### src/rtl/axis_pkg.sv
// Shared types and helpers for the axis_arb_mux arbitrating stream multiplexer.
package axis_pkg;

  typedef enum logic {
    IDLE = 1'b0,
    BUSY = 1'b1
  } axis_arb_state_t;

  // Round-robin successor of ptr in a ring of n channels.
  function automatic int unsigned rr_next(input int unsigned ptr, input int unsigned n);
    return (ptr + 32'd1 >= n) ? 32'd0 : ptr + 32'd1;
  endfunction

endpackage

### src/rtl/axis_arb_mux_if.sv
// Stream bundle for axis_arb_mux: N packed input channels plus one merged output.
interface axis_arb_mux_if #(
  parameter int unsigned WIDTH = 16,
  parameter int unsigned N     = 4
);
  localparam int unsigned SEL_W = $clog2(N);

  logic [N*WIDTH-1:0] s_data;
  logic [N-1:0]       s_valid;
  logic [N-1:0]       s_last;
  logic [N-1:0]       s_ready;
  logic [WIDTH-1:0]   m_data;
  logic               m_valid;
  logic               m_last;
  logic [SEL_W-1:0]   m_sel;
  logic               m_ready;

  // slave: the mux itself; master: producers and sink around it
  modport slave (
    input  s_data, s_valid, s_last, m_ready,
    output s_ready, m_data, m_valid, m_last, m_sel
  );

  modport master (
    output s_data, s_valid, s_last, m_ready,
    input  s_ready, m_data, m_valid, m_last, m_sel
  );
endinterface

### src/rtl/axis_rr_arbiter.sv
// Combinational round-robin picker: first requester at or above ptr, with wrap.
module axis_rr_arbiter #(
  parameter int unsigned N = 4,
  localparam int unsigned SEL_W = $clog2(N)
) (
  input  logic [N-1:0]     req,
  input  logic [SEL_W-1:0] ptr,
  output logic [SEL_W-1:0] gnt_idx,
  output logic             any_req
);

  int unsigned idx;

  // Walk from the farthest candidate back to ptr so the closest requester wins.
  always_comb begin
    gnt_idx = '0;
    idx     = 32'd0;
    for (int k = N - 1; k >= 0; k--) begin
      idx = (32'(ptr) + 32'(k)) % N;
      if (req[idx[SEL_W-1:0]]) gnt_idx = idx[SEL_W-1:0];
    end
  end

  assign any_req = |req;

endmodule

### src/rtl/axis_arb_mux.sv
// N-to-1 AXI-Stream round-robin mux with registered output stage.
// Define AXIS_ARB_MUX_PKT_LOCK_EN to hold the grant for a whole packet; otherwise arbitrate per beat.
module axis_arb_mux
  import axis_pkg::*;
#(
  parameter int unsigned WIDTH = 16,
  parameter int unsigned N     = 4
) (
  input  logic           clk,
  input  logic           rst_n,
  axis_arb_mux_if.slave  bus
);

  localparam int unsigned SEL_W = $clog2(N);

  axis_arb_state_t  state;
  logic [SEL_W-1:0] grant;
  logic [SEL_W-1:0] ptr;
  logic [SEL_W-1:0] rr_pick;
  logic             any_req;
  logic             load;
  logic             end_beat;

  axis_rr_arbiter #(.N(N)) u_arb (
    .req     (bus.s_valid),
    .ptr     (ptr),
    .gnt_idx (rr_pick),
    .any_req (any_req)
  );

  // Only the granted channel may be ready, and only when the output slot frees up.
  always_comb begin
    bus.s_ready = '0;
    if (state == BUSY && (!bus.m_valid || bus.m_ready)) bus.s_ready[grant] = 1'b1;
  end

  assign load = bus.s_valid[grant] && bus.s_ready[grant];

`ifdef AXIS_ARB_MUX_PKT_LOCK_EN
  assign end_beat = load && bus.s_last[grant];
`else
  assign end_beat = load;
`endif

  // Grant FSM; the pointer always lands one past the channel just granted.
  always_ff @(posedge clk or negedge rst_n) begin
    if (!rst_n) begin
      state <= IDLE;
      grant <= '0;
      ptr   <= '0;
    end else begin
      case (state)
        IDLE: begin
          if (any_req) begin
            grant <= rr_pick;
            ptr   <= SEL_W'(rr_next(32'(rr_pick), N));
            state <= BUSY;
          end
        end
        BUSY: begin
          if (end_beat) begin
            if (any_req) begin
              grant <= rr_pick;
              ptr   <= SEL_W'(rr_next(32'(rr_pick), N));
            end else begin
              state <= IDLE;
            end
          end
        end
        default: state <= IDLE;
      endcase
    end
  end

  // Output register: payload only changes on a load, so it holds under backpressure.
  always_ff @(posedge clk or negedge rst_n) begin
    if (!rst_n) begin
      bus.m_valid <= 1'b0;
      bus.m_data  <= '0;
      bus.m_last  <= 1'b0;
      bus.m_sel   <= '0;
    end else if (load) begin
      bus.m_valid <= 1'b1;
      bus.m_data  <= bus.s_data[32'(grant)*WIDTH +: WIDTH];
      bus.m_last  <= bus.s_last[grant];
      bus.m_sel   <= grant;
    end else if (bus.m_ready) begin
      bus.m_valid <= 1'b0;
    end
  end

endmodule

### src/flat_wrapper.sv
// flat-port wrapper written by rule: the top's interface ports become plain ports
module axis_arb_mux_flat import axis_pkg::*;
#(
  parameter int unsigned WIDTH = 16,
  parameter int unsigned N     = 4
)
  (clk, rst_n, bus_s_data, bus_s_valid, bus_s_last, bus_m_ready, bus_s_ready, bus_m_data, bus_m_valid, bus_m_last, bus_m_sel);
  axis_arb_mux_if #(.WIDTH(WIDTH), .N(N)) bus_i ();
  input  logic clk;
  input  logic rst_n;
  input wire logic [$bits(bus_i.s_data)-1:0] bus_s_data;
  input wire logic [$bits(bus_i.s_valid)-1:0] bus_s_valid;
  input wire logic [$bits(bus_i.s_last)-1:0] bus_s_last;
  input wire logic [$bits(bus_i.m_ready)-1:0] bus_m_ready;
  output wire logic [$bits(bus_i.s_ready)-1:0] bus_s_ready;
  output wire logic [$bits(bus_i.m_data)-1:0] bus_m_data;
  output wire logic [$bits(bus_i.m_valid)-1:0] bus_m_valid;
  output wire logic [$bits(bus_i.m_last)-1:0] bus_m_last;
  output wire logic [$bits(bus_i.m_sel)-1:0] bus_m_sel;
  assign bus_i.s_data = bus_s_data;
  assign bus_i.s_valid = bus_s_valid;
  assign bus_i.s_last = bus_s_last;
  assign bus_i.m_ready = bus_m_ready;
  assign bus_s_ready = bus_i.s_ready;
  assign bus_m_data = bus_i.m_data;
  assign bus_m_valid = bus_i.m_valid;
  assign bus_m_last = bus_i.m_last;
  assign bus_m_sel = bus_i.m_sel;
  axis_arb_mux #(.WIDTH(WIDTH), .N(N)) u_core (.clk(clk), .rst_n(rst_n), .bus(bus_i));
endmodule
### config.mk
export PLATFORM = sky130hd
export DESIGN_NAME = axis_arb_mux_flat
export DESIGN_NICKNAME = d
export VERILOG_FILES = /design/src/rtl/axis_pkg.sv /design/src/rtl/axis_arb_mux_if.sv /design/src/rtl/axis_rr_arbiter.sv /design/src/rtl/axis_arb_mux.sv /design/src/flat_wrapper.sv
export SDC_FILE = /design/constraint.sdc
export NUM_CORES = 1
export LEC_CHECK = 0
export CORE_UTILIZATION = 38
export CTS_BUF_LIST = sky130_fd_sc_hd__clkbuf_2
export CTS_CLUSTER_SIZE = 10
export DETAILED_ROUTE_END_ITERATION = 8
export PLACE_DENSITY = 0.91
export SYNTH_ARGS = -nofsm -noshare
export SYNTH_HDL_FRONTEND = slang
export SYNTH_SLANG_ARGS = --single-unit
### constraint.sdc
create_clock -name clk -period 3.65 [get_ports clk]
set_input_delay 0.5475 -clock clk [delete_from_list [all_inputs] [get_ports clk]]
set_output_delay 0.5475 -clock clk [all_outputs]
set_load 0.02 [all_outputs]
==> results.json <==
{
  "cts_buffers": 3,
  "cp-end-kind": "output pin",
  "pwr-share-clk_pct": 5.6,
  "die_area_um2": 4400,
  "grt_use_met2_pct": 33.8,
  "p_leak_nw": 1.05,
  "r2r_setup_slack_ps": 1160,
  "r2r-end": "u_core.bus.m_data[12]$_DFFE_PN0P_",
  "synth-edff-count": 0,
  "num_vias": 1317,
  "crit_arrival_ps": 2330,
  "grt_use_total_pct": 18.4,
  "initial_core_util_pct": 39.3,
  "hold_class": "flip-flop to flip-flop",
  "cts_tree": "yes",
  "rsz0062_at_grt": "no",
  "synth_area_per_cell_um2": 14.4,
  "busiest_layer": "met2",
  "hold_violations": 0,
  "period_share_pct": 78.9,
  "synth_area_leader_cell": "dfrtp_1",
  "synth-warning-count": 0,
  "internal_power_w": 0.00120,
  "fin_area_um2": 2600,
  "gr-usage-met1_pct": 20.3,
  "die_w_um": 66.4,
  "synth.distinct_cells": 32,
  "drv_cap": 0,
  "netlist_area_um2": 1570,
  "async_reset_ff_share_pct": 100,
  "synth.area.top_cells": "dfrtp_1, mux4_2, mux2_4, mux2i_1, nand2_1",
  "dp_slack_ps": 988,
  "cts-resized-gates": 0,
  "p_per_area_nw_per_um2": 740,
  "ios": 99,
  "p_seq_share_pct": 28.8,
  "rows": 23,
  "drc": 0,
  "syn-num-nets": 184,
  "worst-slew-pin-transition_ps": 1100,
  "fin_crit_ps": 2880,
  "ys_top_cells_by_count": "dfrtp_1, mux4_2, mux2_4",
  "routed_wirelength_um": 3860,
  "final_max_slew_viol_count": 0,
  "grt_pass1_vias": 1284,
  "worstReg2RegStart": "u_core.grant[1]$_DFFE_PN0P_",
  "overflow": 0,
  "area_delta_synth_final_pct": 65.0,
  "worst_ep_required_time_ps": 3100,
  "peakVddDrop_v": 0.000333,
  "insertion_delay_ps": 340,
  "synthMuxAreaShare_pct": 43.4,
  "avgViaCountPerCell": 5.16,
  "antenna_found_initial": 0,
  "synth-simple-area-share_pct": 6.28,
  "placed_area_um2": 2580,
  "max_freq_mhz": 347,
  "synth.most_common_cell": "dfrtp_1",
  "cts_hold_buf": 0,
  "io_buffers": 98,
  "ys_ff_latch": 25,
  "root_buffer": "clkbuf_2",
  "grt_pass1_wl_um": 5930,
  "hold_depth": 2,
  "combPwrFrac_pct": 65.6,
  "tns_ps": 0,
  "drtIter0Drc": 106,
  "cts_sinks": 25,
  "cts_setup_buffers": 0,
  "switching_share_pct": 37.7,
  "die_h_um": 66.4,
  "core_um2": 4000,
  "final_antenna_net_count": 0,
  "fin_skew_ps": 5.59,
  "drive_above_1_share_pct": 20.5,
  "power_switching_w": 0.000726,
  "grt_max_degree": 26,
  "routedWlPerCell_um": 15.1,
  "worstSetupStartpointType": "flip-flop",
  "synth_compound_area_share_pct": 6.60,
  "dr.pass1.iters": 4,
  "synth_top_family_by_area": "multiplexers",
  "clk_path_buf_depth": 2,
  "final_nets": 281,
  "clk_pin_slew_ps": 230,
  "synthFlopType": "dfrtp_1",
  "r2r_cells": 3,
  "worst-path-max-fanout": 22,
  "timing.final.ws_setup_ps": 769,
  "htreeDepth": 1,
  "min_to": "u_core.bus.m_sel[1]$_DFFE_PN0P_",
  "min_from": "u_core.bus.m_sel[1]$_DFFE_PN0P_",
  "setup_viol": 0,
  "synthAdderAreaFrac_pct": 0,
  "seq_area_frac_synth_pct": 39.7,
  "synth_xor_area_share_pct": 0,
  "synthCells": 109,
  "yosysTopAreaCellShare_pct": 39.7,
  "n_antenna_cell": 0,
  "maxSlewHeadroom_pct": 26.7,
  "met3_usage_pct": 5.00,
  "crit_type": "flip-flop to output pin",
  "dpl.hpwl_um": 3030,
  "outcome": "finished, final reports clean",
  "gp_congestion": 0.834
}
-- kinds of logic after synthesis --
group	Yosys count
flip-flops	25
AND/OR/NAND/NOR	19
buffers and inverters	11
AO/OA/AOI/OAI	16
multiplexers	38
-- area by class of cell --
type                       instances  area, um2
inverter                           4       15.0
tap                               50       62.6
timing repair buffer              99        988
clock buffer                       3       15.0
multi-input combinational         73        886
clock inverter                     1       5.00
sequential                        25        626
fill                             309       1400
-- per-layer routing --
| layer | routed length (um) | part of all wire, % | up-vias |
|---|---|---|---|
| met5 | 0 | 0 | - |
| met4 | 49 | 1.3 | 0 |
| met3 | 332 | 8.6 | 4 |
| met2 | 2030 | 53 | 71 |
| met1 | 1450 | 37 | 629 |
| li1 | - | - | 613 |
-- metrics by stage --
step | std cells | power, W | hold WS [ps] | util [%]
CTS | 255 | 0.00194 | 529 | 64.9
global route | 255 | 0.00204 | 568 | 64.9
floorplan | 109 | 0.00140 | 252 | -
detailed placement | 251 | 0.00183 | 479 | 64.4
global placement | 251 | 0.00181 | 473 | 64.4
finish | 255 | 0.00192 | 520 | 64.9
-- power groups by stage --
stage / Combinational [W] / Clock [W] / Sequential, W
after floorplan: 0.000757 / 0 / 0.000639
after CTS: 0.00127 / 0.000113 / 0.000556
after detailed placement: 0.00128 / 0 / 0.000556
final: 0.00126 / 0.000108 / 0.000555
after global placement: 0.00125 / 0 / 0.000555
after global routing: 0.00135 / 0.000117 / 0.000576
-- critical path, cell delays in order, from the launching register on --
cell and delay [ps]:
dfrtp_1 1030, inv_2 130, nor3_1 210, clkdlybuf4s50_1 620
-- registers in the layout (all words and copies together) (netlist names) --
name and cells:
u_core.bus.m_sel 2, u_core.bus.m_data 16, u_core.state 1, u_core.bus.m_last 1, u_core.bus.m_valid 1, u_core.grant 2
u_core.ptr 2
-- worst max path at each step --
stage | slack, ps | to | cells after the start | startpoint
5_1_grt | 600 | bus_s_ready[2] | 3 | u_core.grant[1]$_DFFE_PN0P_
3_3_place_gp | 1040 | bus_s_ready[1] | 5 | bus_m_ready
6_report | 770 | bus_s_ready[2] | 3 | u_core.grant[1]$_DFFE_PN0P_
4_1_cts | 730 | bus_s_ready[2] | 3 | u_core.grant[1]$_DFFE_PN0P_
3_5_place_dp | 990 | bus_s_ready[0] | 5 | bus_m_ready
2_1_floorplan | 1780 | bus_s_ready[2] | 3 | u_core.grant[1]$_DFFE_PN0P_
-- cell usage in the layout, fill, tap and decap left out --
cell             Yosys  layout
mux2_4              15      15
dfrtp_1             25      25
o21a_1               1       1
mux2_1               1       1
nor2_1               3       3
o2bb2ai_1            1       1
a21boi_0             1       1
buf_4                0       1
a21o_1               1       1
nor4_1               1       1
mux2_2               1       1
a21oi_1              1       1
o21ai_1              3       3
inv_1                3       3
nand2b_1             2       2
a221oi_1             1       1
o21ai_0              4       4
nand2_1              8       8
o22ai_1              1       1
clkdlybuf4s50_1      0      98
mux2i_1              3       3
a21oi_2              1       1
clkbuf_2             0       3
clkinv_2             0       1
nand3_4              1       1
a211o_1              1       1
mux4_2              18      18
nand3_1              1       1
inv_2                1       1
nor2b_1              1       1
nor3_1               2       2
No activity file was read; power rests on OpenSTA's default activity.
